===== src/rtl/frame_info_sequencer_if.sv =====
// Frame stream in / segmented command + image streams out for frame_info_sequencer.
interface frame_info_sequencer_if #(
  parameter int unsigned GEV_DE_WD   = 2,
  parameter int unsigned GEV_DATA_WD = 64
);
  logic                   i_stream_enable;
  logic                   i_fval;
  logic [GEV_DE_WD-1:0]   iv_dval;
  logic [GEV_DATA_WD-1:0] iv_data;
  logic                   o_info_flag;
  logic                   o_statis_flag;
  logic [GEV_DE_WD-1:0]   ov_cmd_dval;
  logic [GEV_DATA_WD-1:0] ov_cmd_data;
  logic                   o_img_fval;
  logic [GEV_DE_WD-1:0]   ov_img_dval;
  logic [GEV_DATA_WD-1:0] ov_img_data;
  logic                   o_frame_done;
  logic                   o_frame_err;
  logic [1:0]             ov_err_code;
  logic [15:0]            ov_frame_cnt;

  modport master (
    output i_stream_enable, i_fval, iv_dval, iv_data,
    input  o_info_flag, o_statis_flag, ov_cmd_dval, ov_cmd_data, o_img_fval,
           ov_img_dval, ov_img_data, o_frame_done, o_frame_err, ov_err_code, ov_frame_cnt
  );

  modport slave (
    input  i_stream_enable, i_fval, iv_dval, iv_data,
    output o_info_flag, o_statis_flag, ov_cmd_dval, ov_cmd_data, o_img_fval,
           ov_img_dval, ov_img_data, o_frame_done, o_frame_err, ov_err_code, ov_frame_cnt
  );
endinterface


===== src/rtl/frame_info_sequencer.sv =====
// Splits each frame into info / image / statis segments; info and statis go to the
// command port with segment flags, image beats to the image port.
module frame_info_sequencer #(
  parameter int unsigned INFO_SIZE   = 256,
  parameter int unsigned STATIS_SIZE = 256,
  parameter int unsigned GEV_DE_WD   = 2,
  parameter int unsigned GEV_DATA_WD = 64
) (
  input logic clk,
  input logic reset,
  frame_info_sequencer_if.slave bus
);
  localparam int unsigned INFO_BEATS   = INFO_SIZE / 8;
  localparam int unsigned STATIS_BEATS = STATIS_SIZE / 8;
  localparam int unsigned CNT_W        = 30;

  typedef enum logic [2:0] {S_IDLE, S_INFO, S_IMAGE, S_STATIS, S_TAIL, S_SKIP} state_t;

  state_t                 state_q, state_d, eff;
  logic [CNT_W-1:0]       cnt_q, cnt_d, img_last;
  logic [31:0]            payload_q, payload_d, pl_cur;
  logic [32:0]            pl_up;
  logic                   fval_q, tail_err_q, tail_err_d, beat;
  logic                   info_flag_q, info_flag_d, statis_flag_q, statis_flag_d;
  logic                   img_fval_q, img_fval_d, done_q, done_d, err_q, err_d;
  logic [GEV_DE_WD-1:0]   cmd_dval_q, cmd_dval_d, img_dval_q, img_dval_d;
  logic [GEV_DATA_WD-1:0] cmd_data_q, cmd_data_d, img_data_q, img_data_d;
  logic [1:0]             err_code_q, err_code_d;
  logic [15:0]            frame_cnt_q, frame_cnt_d;

  // Next-state and registered-output values
  always_comb begin
    beat   = bus.iv_dval[0];
    eff    = state_q;
    if (state_q == S_IDLE && bus.i_fval && !fval_q && bus.i_stream_enable) eff = S_INFO;
    // payload_size may be latched on the very beat that closes the info segment
    pl_cur = payload_q;
    if (eff == S_INFO && beat && cnt_q == CNT_W'(5)) pl_cur = bus.iv_data[63:32];
    pl_up    = 33'(pl_cur) + 33'd7;
    img_last = CNT_W'(pl_up[32:3]) - CNT_W'(1);

    state_d       = eff;
    cnt_d         = cnt_q;
    payload_d     = payload_q;
    tail_err_d    = tail_err_q;
    info_flag_d   = 1'b0;
    statis_flag_d = 1'b0;
    img_fval_d    = 1'b0;
    cmd_dval_d    = '0;
    img_dval_d    = '0;
    cmd_data_d    = cmd_data_q;
    img_data_d    = img_data_q;
    done_d        = 1'b0;
    err_d         = 1'b0;
    err_code_d    = err_code_q;
    frame_cnt_d   = frame_cnt_q;

    unique case (eff)
      S_IDLE: begin
        cnt_d = '0;
        // level-high fval without a seen-low edge (e.g. after reset) or disabled stream
        if (bus.i_fval) state_d = S_SKIP;
      end
      S_INFO, S_IMAGE, S_STATIS: begin
        if (!bus.i_fval) begin
          err_d      = 1'b1;
          err_code_d = 2'b01;
          cnt_d      = '0;
          state_d    = S_IDLE;
        end else begin
          info_flag_d   = (eff == S_INFO)   && (info_flag_q   || beat);
          statis_flag_d = (eff == S_STATIS) && (statis_flag_q || beat);
          img_fval_d    = (eff == S_IMAGE)  && (img_fval_q    || beat);
          if (beat) begin
            cnt_d = cnt_q + CNT_W'(1);
            if (eff == S_IMAGE) begin
              img_dval_d = bus.iv_dval;
              img_data_d = bus.iv_data;
            end else begin
              cmd_dval_d = bus.iv_dval;
              cmd_data_d = bus.iv_data;
            end
            if (eff == S_INFO) begin
              payload_d = pl_cur;
              if (cnt_q == CNT_W'(INFO_BEATS - 1)) begin
                cnt_d   = '0;
                state_d = (pl_cur == 32'd0) ? S_STATIS : S_IMAGE;
              end
            end else if (eff == S_IMAGE) begin
              if (cnt_q == img_last) begin
                cnt_d   = '0;
                state_d = S_STATIS;
                if (pl_cur[2:0] != 3'd0 && pl_cur[2:0] <= 3'd4) img_dval_d = GEV_DE_WD'(1);
                else img_dval_d = '1;
              end
            end else if (cnt_q == CNT_W'(STATIS_BEATS - 1)) begin
              cnt_d       = '0;
              done_d      = 1'b1;
              frame_cnt_d = frame_cnt_q + 16'd1;
              tail_err_d  = 1'b0;
              state_d     = S_TAIL;
            end
          end
        end
      end
      S_TAIL: begin
        if (!bus.i_fval) state_d = S_IDLE;
        else if (beat && !tail_err_q) begin
          err_d      = 1'b1;
          err_code_d = 2'b10;
          tail_err_d = 1'b1;
        end
      end
      S_SKIP: if (!bus.i_fval) state_d = S_IDLE;
      default: state_d = S_IDLE;
    endcase
  end

  // State and output registers; fval history resets high so a frame in flight is skipped
  always_ff @(posedge clk) begin
    if (reset) begin
      state_q       <= S_IDLE;
      cnt_q         <= '0;
      payload_q     <= '0;
      fval_q        <= 1'b1;
      tail_err_q    <= 1'b0;
      info_flag_q   <= 1'b0;
      statis_flag_q <= 1'b0;
      img_fval_q    <= 1'b0;
      cmd_dval_q    <= '0;
      img_dval_q    <= '0;
      cmd_data_q    <= '0;
      img_data_q    <= '0;
      done_q        <= 1'b0;
      err_q         <= 1'b0;
      err_code_q    <= 2'b00;
      frame_cnt_q   <= 16'd0;
    end else begin
      state_q       <= state_d;
      cnt_q         <= cnt_d;
      payload_q     <= payload_d;
      fval_q        <= bus.i_fval;
      tail_err_q    <= tail_err_d;
      info_flag_q   <= info_flag_d;
      statis_flag_q <= statis_flag_d;
      img_fval_q    <= img_fval_d;
      cmd_dval_q    <= cmd_dval_d;
      img_dval_q    <= img_dval_d;
      cmd_data_q    <= cmd_data_d;
      img_data_q    <= img_data_d;
      done_q        <= done_d;
      err_q         <= err_d;
      err_code_q    <= err_code_d;
      frame_cnt_q   <= frame_cnt_d;
    end
  end

  assign bus.o_info_flag   = info_flag_q;
  assign bus.o_statis_flag = statis_flag_q;
  assign bus.ov_cmd_dval   = cmd_dval_q;
  assign bus.ov_cmd_data   = cmd_data_q;
  assign bus.o_img_fval    = img_fval_q;
  assign bus.ov_img_dval   = img_dval_q;
  assign bus.ov_img_data   = img_data_q;
  assign bus.o_frame_done  = done_q;
  assign bus.o_frame_err   = err_q;
  assign bus.ov_err_code   = err_code_q;
  assign bus.ov_frame_cnt  = frame_cnt_q;
endmodule


===== src/flat_wrapper.sv =====
// flat-port wrapper written by rule: the top's interface ports become plain ports
module frame_info_sequencer_flat 
#(
  parameter int unsigned INFO_SIZE   = 256,
  parameter int unsigned STATIS_SIZE = 256,
  parameter int unsigned GEV_DE_WD   = 2,
  parameter int unsigned GEV_DATA_WD = 64
)
  (clk, reset, bus_i_stream_enable, bus_i_fval, bus_iv_dval, bus_iv_data, bus_o_info_flag, bus_o_statis_flag, bus_ov_cmd_dval, bus_ov_cmd_data, bus_o_img_fval, bus_ov_img_dval, bus_ov_img_data, bus_o_frame_done, bus_o_frame_err, bus_ov_err_code, bus_ov_frame_cnt);
  frame_info_sequencer_if #(.GEV_DE_WD(GEV_DE_WD), .GEV_DATA_WD(GEV_DATA_WD)) bus_i ();
  input logic clk;
  input logic reset;
  input wire logic [$bits(bus_i.i_stream_enable)-1:0] bus_i_stream_enable;
  input wire logic [$bits(bus_i.i_fval)-1:0] bus_i_fval;
  input wire logic [$bits(bus_i.iv_dval)-1:0] bus_iv_dval;
  input wire logic [$bits(bus_i.iv_data)-1:0] bus_iv_data;
  output wire logic [$bits(bus_i.o_info_flag)-1:0] bus_o_info_flag;
  output wire logic [$bits(bus_i.o_statis_flag)-1:0] bus_o_statis_flag;
  output wire logic [$bits(bus_i.ov_cmd_dval)-1:0] bus_ov_cmd_dval;
  output wire logic [$bits(bus_i.ov_cmd_data)-1:0] bus_ov_cmd_data;
  output wire logic [$bits(bus_i.o_img_fval)-1:0] bus_o_img_fval;
  output wire logic [$bits(bus_i.ov_img_dval)-1:0] bus_ov_img_dval;
  output wire logic [$bits(bus_i.ov_img_data)-1:0] bus_ov_img_data;
  output wire logic [$bits(bus_i.o_frame_done)-1:0] bus_o_frame_done;
  output wire logic [$bits(bus_i.o_frame_err)-1:0] bus_o_frame_err;
  output wire logic [$bits(bus_i.ov_err_code)-1:0] bus_ov_err_code;
  output wire logic [$bits(bus_i.ov_frame_cnt)-1:0] bus_ov_frame_cnt;
  assign bus_i.i_stream_enable = bus_i_stream_enable;
  assign bus_i.i_fval = bus_i_fval;
  assign bus_i.iv_dval = bus_iv_dval;
  assign bus_i.iv_data = bus_iv_data;
  assign bus_o_info_flag = bus_i.o_info_flag;
  assign bus_o_statis_flag = bus_i.o_statis_flag;
  assign bus_ov_cmd_dval = bus_i.ov_cmd_dval;
  assign bus_ov_cmd_data = bus_i.ov_cmd_data;
  assign bus_o_img_fval = bus_i.o_img_fval;
  assign bus_ov_img_dval = bus_i.ov_img_dval;
  assign bus_ov_img_data = bus_i.ov_img_data;
  assign bus_o_frame_done = bus_i.o_frame_done;
  assign bus_o_frame_err = bus_i.o_frame_err;
  assign bus_ov_err_code = bus_i.ov_err_code;
  assign bus_ov_frame_cnt = bus_i.ov_frame_cnt;
  frame_info_sequencer #(.INFO_SIZE(INFO_SIZE), .STATIS_SIZE(STATIS_SIZE), .GEV_DE_WD(GEV_DE_WD), .GEV_DATA_WD(GEV_DATA_WD)) u_core (.clk(clk), .reset(reset), .bus(bus_i));
endmodule

===== config.mk =====
export PLATFORM = sky130hd
export DESIGN_NAME = frame_info_sequencer_flat
export DESIGN_NICKNAME = d
export VERILOG_FILES = /design/src/rtl/frame_info_sequencer_if.sv /design/src/rtl/frame_info_sequencer.sv /design/src/flat_wrapper.sv
export SDC_FILE = /design/constraint.sdc
export NUM_CORES = 1
export LEC_CHECK = 0
export CORE_MARGIN = 10
export CORE_UTILIZATION = 50
export CTS_CLUSTER_DIAMETER = 30
export CTS_CLUSTER_SIZE = 16
export DETAILED_ROUTE_END_ITERATION = 8
export PLACE_DENSITY = 0.88
export SETUP_SLACK_MARGIN = 0.02
export SKIP_LAST_GASP = 1
export SYNTH_ARGS = -nofsm -noshare
export SYNTH_HDL_FRONTEND = slang
export SYNTH_SLANG_ARGS = --single-unit

===== constraint.sdc =====
create_clock -name clk -period 10 [get_ports clk]
set_clock_uncertainty 0.1 [all_clocks]
set_input_delay 2 -clock clk [delete_from_list [all_inputs] [get_ports clk]]
set_output_delay 2 -clock clk [all_outputs]
set_load 0.01 [all_outputs]

# ---- Yosys cells after proc, flatten, opt, wreduce, memory -nomap -nowiden
# Index checks and enable logic that the tools add are counted.
dict set report totals {
  register_bits 222
  input_bits 70
  output_inout_bits 155
  wordCells 121
}
dict set report op_classes {
  n_addsub 4
  order_cmp 1
  eq_ne 17
  muxes 43
  bitwise_logic 5
  reduce_logical 34
}
# op count
set op_table {}
lappend op_table {{30-bit 2-to-1 mux} 6}
lappend op_table {{30-bit one-hot mux with 2 select lines} 1}
lappend op_table {{32-bit by 3-bit adder with 33-bit output, second input constant} 1}
lappend op_table {{32-bit zero test} 1}
lappend op_table {{32-bit 2-to-1 mux} 1}
lappend op_table {{30-bit by 1-bit adder with 30-bit output, second input constant} 1}
lappend op_table {{30-bit by 3-bit == test with 1-bit output, second input constant} 1}
lappend op_table {{30-bit == test} 1}
lappend op_table {{30-bit by 5-bit == test with 1-bit output, second input constant} 1}
lappend op_table {{3-bit 2-to-1 mux} 10}
lappend op_table {{30-bit by 1-bit subtractor with 30-bit output, second input constant} 1}
lappend op_table {{16-bit by 1-bit adder with 16-bit output, second input constant} 1}
lappend op_table {{2-bit 2-to-1 mux} 8}
lappend op_table {{4-bit AND reduction} 4}
lappend op_table {{1-bit 2-to-1 mux} 13}
lappend op_table {{2-bit != test, second input constant} 6}
lappend op_table {{1-bit logical AND} 10}
lappend op_table {{3-bit one-hot mux with 3 select lines} 1}
lappend op_table {{8-bit AND reduction} 1}
lappend op_table {{3-bit by 2-bit == test with 1-bit output, second input constant} 2}
lappend op_table {{3-bit == test, second input constant} 2}
lappend op_table {{3-bit zero test} 2}
lappend op_table {{6-bit AND reduction} 1}
lappend op_table {{3-bit OR reduction} 2}
lappend op_table {{16 further kinds} 26}

# ---- Logic depth before layout (Yosys ltp)
dict set report depth {
  depth_word 18
  depth_mapped 21
  ltp_nobuf 17
}

# ---- Worst setup path after synthesis
# OpenSTA, ideal clock, no wires.
dict set report synth_path {
  path_kind {input port to flip-flop}
  startpoint {input bus_iv_dval[0]}
  endpoint {register u_core.state_q[0]}
  setup_time_ps 87
  arrival_time_ps 6034
  slack_ps 3780
  stages 20
  n_path_buf 4
  cell_sequence {clkbuf_1 and4bb_2 o2111ai_2 nor3_2 buf_6 buf_2 buf_2 nor2_1 a21oi_1 ha_1 nand2_1 nor4_1 nor2_1 or4_4 nor2_1 a31oi_1 or3_1 nor4_2 o211ai_1 a221oi_2}
}
dict set report synth_between {
  elab_chain_len 12
  word_cells_on_any_way 15
  cone_classes {add/sub (2); eq/ne (1); mux (9); reduce/logical (3)}
}
# item line_no
set synth_lines {}
lappend synth_lines {{start: declaration} flat_wrapper.sv:15} ;# input wire logic [$bits(bus_i.iv_dval)-1:0] bus_iv_dval;
lappend synth_lines {{1-bit logical AND (2 in series)} frame_info_sequencer.sv:38} ;# if (eff == S_INFO && beat && cnt_q == CNT_W'(5)) pl_cur = bus.iv_data[63:32];
lappend synth_lines {{32-bit 2-to-1 mux} frame_info_sequencer.sv:38}
lappend synth_lines {{32-bit by 3-bit adder with 33-bit output} frame_info_sequencer.sv:39} ;# pl_up = 33'(pl_cur) + 33'd7;
lappend synth_lines {{30-bit by 1-bit subtractor with 30-bit output} frame_info_sequencer.sv:40} ;# img_last = CNT_W'(pl_up[32:3]) - CNT_W'(1);
lappend synth_lines {{30-bit == test} frame_info_sequencer.sv:90} ;# if (cnt_q == img_last) begin
lappend synth_lines {{3-bit 2-to-1 mux} frame_info_sequencer.sv:90}
lappend synth_lines {{3-bit 2-to-1 mux} frame_info_sequencer.sv:89} ;# end else if (eff == S_IMAGE) begin
lappend synth_lines {{3-bit 2-to-1 mux} frame_info_sequencer.sv:83} ;# if (eff == S_INFO) begin
lappend synth_lines {{3-bit 2-to-1 mux *} frame_info_sequencer.sv:74} ;# if (beat) begin
lappend synth_lines {{3-bit 2-to-1 mux *} frame_info_sequencer.sv:65} ;# if (!bus.i_fval) begin
lappend synth_lines {{3-bit one-hot mux with 3 select lines *} frame_info_sequencer.sv:58} ;# unique case (eff)
lappend synth_lines {{end signal: assignment} frame_info_sequencer.sv:139} ;# state_q <= state_d;
lappend synth_lines {{end: declaration} frame_info_sequencer.sv:19} ;# state_t state_q, state_d, eff;
# Every way passes the cells marked *; elsewhere a longest branch is shown, timed or not.
# A chain may end at the register's enable or synchronous reset.

# ---- Worst setup path after layout
dict set report layout_path {
  startpoint {input bus_i_fval}
  endpoint {register u_core.cnt_q[16]}
}
dict set report layout_between {
  elab_chain_len 17
  word_cells_on_any_way 24
  cone_classes {add/sub (2); eq/ne (5); mux (8); reduce/logical (9)}
}
# item line_no
set layout_lines {}
lappend layout_lines {{start: declaration} flat_wrapper.sv:14} ;# input wire logic [$bits(bus_i.i_fval)-1:0] bus_i_fval;
lappend layout_lines {{1-bit logical AND (3 in series)} frame_info_sequencer.sv:35} ;# if (state_q == S_IDLE && bus.i_fval && !fval_q && bus.i_stream_enable) eff = S_INFO;
lappend layout_lines {{3-bit 2-to-1 mux} frame_info_sequencer.sv:35}
lappend layout_lines {{3-bit by 1-bit == test with 1-bit output} {frame_info_sequencer.sv:38, frame_info_sequencer.sv:58, frame_info_sequencer.sv:83}}
lappend layout_lines {{1-bit logical AND (2 in series)} frame_info_sequencer.sv:38}
lappend layout_lines {{32-bit 2-to-1 mux} frame_info_sequencer.sv:38}
lappend layout_lines {{32-bit by 3-bit adder with 33-bit output} frame_info_sequencer.sv:39}
lappend layout_lines {{30-bit by 1-bit subtractor with 30-bit output} frame_info_sequencer.sv:40}
lappend layout_lines {{30-bit == test} frame_info_sequencer.sv:90}
lappend layout_lines {{30-bit 2-to-1 mux} frame_info_sequencer.sv:90}
lappend layout_lines {{30-bit 2-to-1 mux} frame_info_sequencer.sv:89}
lappend layout_lines {{30-bit 2-to-1 mux} frame_info_sequencer.sv:83}
lappend layout_lines {{30-bit 2-to-1 mux} frame_info_sequencer.sv:74}
lappend layout_lines {{30-bit 2-to-1 mux} frame_info_sequencer.sv:65}
lappend layout_lines {{30-bit one-hot mux with 2 select lines} frame_info_sequencer.sv:58}
lappend layout_lines {{end signal: assignment} frame_info_sequencer.sv:140} ;# cnt_q <= cnt_d;
lappend layout_lines {{end: declaration} frame_info_sequencer.sv:20} ;# logic [CNT_W-1:0] cnt_q, cnt_d, img_last;
# Parallel ways exist; a longest one is shown, timed or not. The select of a mux whose other input is x is not followed.

==> flow_metrics.py <==
metrics = {
    "setup_path": {
        "critPathBufInv": 2,
        "reg2reg_setup_slack_ps": 4280,
        "crit_family": "compound AO/OA/AOI/OAI gates",
        "required_ps": 10330,
        "criticalPathCategory": "in -> reg",
        "path_cells": "clkdlybuf4s50_1, and3b_1, o2111ai_2, nor3_4, buf_4, nor2_1, a21oi_1, ha_1, nand2_1, nor4_1, nor2_1, or4_4, o21a_1, o21a_1, o2111a_1, a31oi_4, nand2_4, o22ai_1",
        "crit_path_start_kind": "primary input",
        "cp_slowest_cell": "a31oi_4",
        "cp_max_fo": 49,
        "crit_arrival_ps": 7420,
        "cpPeakStageDelay_ps": 860,
        "cp-end-kind": "flop",
    },
    "routing": {
        "antenna_left": 0,
        "drt_wl_total_um": 43900,
        "drc_errors": 0,
        "dr.pass1.iters": 6,
        "first_iter_violations": 1168,
        "num_vias": 13220,
        "vias_per_cell": 6.11,
        "wl_per_cell_um": 20.3,
    },
    "timing": {
        "finalCritPeriodShare_pct": 70.9,
        "timing.fmax_mhz": 141,
        "worstMarginPinSlew_ps": 1100,
        "post-route-min-period_ps": 7090,
        "setup_tns_ps": 0,
        "setup_viol": 0,
        "rsz0062_at_grt": "no",
        "slew_viol_final": 0,
        "hold_viol_final": 0,
        "max-slew-margin-rel_pct": 26.3,
    },
    "cells_and_area": {
        "stdcell_count": 2165,
        "num_antenna_cells": 0,
        "drive_above_1_share_pct": 7.50,
        "areaGrowthSynthToFinish_pct": 29.5,
        "nets": 1882,
        "seqCellArea_um2": 4440,
        "nFillCells": 1912,
        "multi_input_comb_area_um2": 7390,
    },
    "clock_tree": {
        "ctsHoldBuffers": 0,
        "worstSkewPairLatency_ps": 540,
        "cts.clk_slew.worst_paths_ps": 50,
        "cts_root_buffer": "clkbuf_16",
        "cts_buffers": 42,
        "cts_setup_buffers": 0,
        "cts_resized": 0,
        "ctsHtreeMaxLevel": 2,
        "clock_sinks": 222,
        "ctsLongestPathBuffers": 3,
        "cts_tree": "built",
    },
    "global_route": {
        "grt.total_usage_pct": 27.0,
        "grt_max_degree": 107,
        "grt_first_pass_wirelength_um": 69700,
        "antenna_found_initial": 0,
        "overflow": 0,
        "grt_pass1_vias": 12728,
    },
    "placed_design": {
        "dp_hpwl_um": 30600,
        "portBuffers": 224,
        "place.gp.congestion": 0.993,
        "dp_cells": 2088,
    },
    "run": {
        "cap_violations": 0,
    },
    "floorplanning": {
        "core_um2": 24500,
        "initial_core_util_pct": 51.0,
        "placementRows": 57,
        "die_h_um": 178,
        "die_w_um": 178,
        "die-area_um2": 31700,
        "pin_count": 225,
    },
    "synthesis": {
        "ys_ff_latch": 222,
        "synthCells": 1659,
        "synth.net_count": 1733,
        "yosysUniqueCellTypes": 92,
        "yosysSeqAreaShare_pct": 35.6,
        "yosys_warnings": 0,
        "ys.flop_type": "dfxtp_1",
        "synth-edff-count": 0,
        "async_reset_ff_share_pct": 0,
        "syn-cell-area_um2": 12500,
        "synth.avg_cell_area_um2": 7.52,
    },
    "worst_hold_path": {
        "hold_class": "reg -> reg",
    },
    "pwr": {
        "p_per_area_nw_per_um2": 157,
        "vdd_ir_drop_max_mv": 0.168,
        "leakage_uw": 0.00544,
    },
    "outcome": {
        "outcome": "finished clean",
    },
}
-- final timing paths --
kind	from	to	depth (start not counted)
hold reg to reg	u_core.bus.ov_img_data[19]$_SDFFE_PP0P_	u_core.bus.ov_img_data[19]$_SDFFE_PP0P_	2
setup / recovery	bus_i_fval	u_core.cnt_q[16]$_SDFFE_PP0P_	18
hold / removal	u_core.bus.ov_img_data[19]$_SDFFE_PP0P_	u_core.bus.ov_img_data[19]$_SDFFE_PP0P_	2
setup reg to reg	u_core.cnt_q[11]$_SDFFE_PP0P_	u_core.cnt_q[16]$_SDFFE_PP0P_	17
-- kinds of logic (layout without fill, tap and decap cells) --
| kind of cell | Yosys count | in the layout | synth area share [%] |
|---|---|---|---|
| buffers and inverters | 150 | 332 | 5.44 |
| adder cells (fa/ha/maj) | 4 | 4 | 0.401 |
| flip-flops | 222 | 222 | 35.6 |
| XOR/XNOR | 91 | 91 | 6.67 |
| multiplexers | 37 | 37 | 3.07 |
| AND/OR/NAND/NOR | 809 | 809 | 31.2 |
| AO/OA/AOI/OAI | 346 | 346 | 17.6 |
-- placed cells by master, fill, tap and decap left out, drive strengths merged, types with 5 or more instances in the layout --
cell type      netlist  layout
or4                 11      11
buf                 45      14
nor2                97      97
dfxtp              222     222
and2                17      17
inv                 18      21
nand3b               5       5
clkinvlp             0       5
a21boi               5       5
a211oi              11      11
clkinv               0      11
o31ai                6       6
a311oi               5       5
xor2                39      39
a21oi              178     178
nand3               70      70
o211ai              11      11
clkbuf              87      50
mux2                 7       7
and4                 8       8
o31a                 5       5
nor2b               10      10
or3                 22      22
clkdlybuf4s50        0     223
nor3b               10      10
a31oi               30      30
nor4                34      34
o21a                 9       9
and3                22      22
bufinv               0       8
nand4               37      37
mux2i               30      30
nor3                40      40
xnor2               50      50
o21ai               27      27
o22ai               11      11
nand2              400     400
-- worst register-to-register path, stage by stage, from the launching register on --
cell	delay [ps]
dfxtp_1	380
nor4_1	450
nand4_1	360
nor3_4	260
buf_4	470
nor2_1	140
a21oi_1	140
ha_1	230
nand2_1	60
nor4_1	260
nor2_1	190
or4_4	540
o21a_1	220
o21a_1	220
o2111a_1	300
a31oi_4	860
nand2_4	210
o22ai_1	260
-- metal layers --
layer | track usage, % | part of all wire [%] | wire [um]
met5 | 0 | 0 | 0
met4 | 8.82 | 3.1 | 1350
met3 | 9.43 | 11 | 4970
met2 | 44.3 | 47 | 20700
met1 | 32.3 | 38 | 16800
-- cell usage after synthesis (4+ instances only) --
cell type / count / share of area (%)
nand2b_1: 4 / 0.20
buf_6: 4 / 0.36
nand2_1: 398 / 12
inv_1: 18 / 0.54
a311oi_1: 4 / 0.28
a31oi_1: 29 / 1.5
a211oi_1: 11 / 0.66
nand3b_1: 5 / 0.30
dfxtp_1: 222 / 36
a211o_1: 4 / 0.28
o21ai_0: 20 / 0.80
o211ai_1: 11 / 0.66
nand3_1: 69 / 2.8
clkbuf_1: 86 / 2.6
nor2b_1: 10 / 0.50
and2_1: 17 / 0.85
buf_4: 14 / 0.84
xnor2_1: 49 / 3.4
nand4_1: 36 / 1.8
a21boi_0: 5 / 0.30
mux2_2: 7 / 0.63
and4_1: 8 / 0.56
ha_1: 4 / 0.40
o311a_1: 4 / 0.32
buf_2: 26 / 1.0
and3_1: 22 / 1.1
o31ai_1: 5 / 0.30
nor4_2: 5 / 0.50
o21a_1: 9 / 0.54
or2_2: 4 / 0.20
nor4_1: 28 / 1.4
nor2_1: 97 / 2.9
o22ai_1: 11 / 0.55
nor3b_1: 9 / 0.54
nor3_1: 39 / 1.6
o31a_1: 5 / 0.35
o21ai_1: 7 / 0.28
and3b_1: 4 / 0.28
a21oi_1: 178 / 7.1
xor2_1: 39 / 2.7
or4_1: 8 / 0.48
o211a_1: 4 / 0.32
or3_1: 21 / 1.1
mux2i_1: 29 / 2.3
-- sequential cells by signal (all words and copies together), names as in the netlist --
| signal | count |
|---|---|
| u_core.bus.ov_cmd_data | 64 |
| u_core.bus.ov_img_data | 64 |
| u_core.payload_q | 32 |
| u_core.cnt_q | 30 |
| u_core.bus.ov_frame_cnt | 16 |
| u_core.state_q | 3 |
| u_core.bus.ov_cmd_dval | 2 |
| u_core.bus.ov_err_code | 2 |
| u_core.bus.ov_img_dval | 2 |
| u_core.bus.o_frame_done | 1 |
| u_core.bus.o_frame_err | 1 |
| u_core.bus.o_img_fval | 1 |
| u_core.bus.o_info_flag | 1 |
| u_core.bus.o_statis_flag | 1 |
| u_core.fval_q | 1 |
| u_core.tail_err_q | 1 |
-- area by class of cell --
type,count,share of cell area (%)
clock buffer,50,6.88
clock inverter,27,2.47
inverter,18,0.418
multi-input combinational,1287,45.7
sequential,222,27.5
tap,324,2.51
timing repair buffer,237,14.5
-- through the flow --
| stage | power, uW | hold slack, ps | cell area (um^2) | setup WS, ps | utilization, % |
|---|---|---|---|---|---|
| finish | 2540 | 352 | 16200 | 2910 | 66.1 |
| global route | 2590 | 365 | 16200 | 2560 | 66.1 |
| CTS | 2540 | 352 | 16200 | 3030 | 66.1 |
| detailed placement | 1050 | 346 | 14700 | 2550 | 59.9 |
| global placement | 1050 | 340 | 14700 | 2690 | 59.9 |
| floorplan | 985 | 359 | 12500 | 3780 | - |
-- where the power goes --
group,switching (uW),internal (uW),leakage (uW)
clock network,491,1010,0.000728
logic,81.6,55.6,0.00292
registers,5.53,893,0.00179
Power figures use the tool's default switching activity.
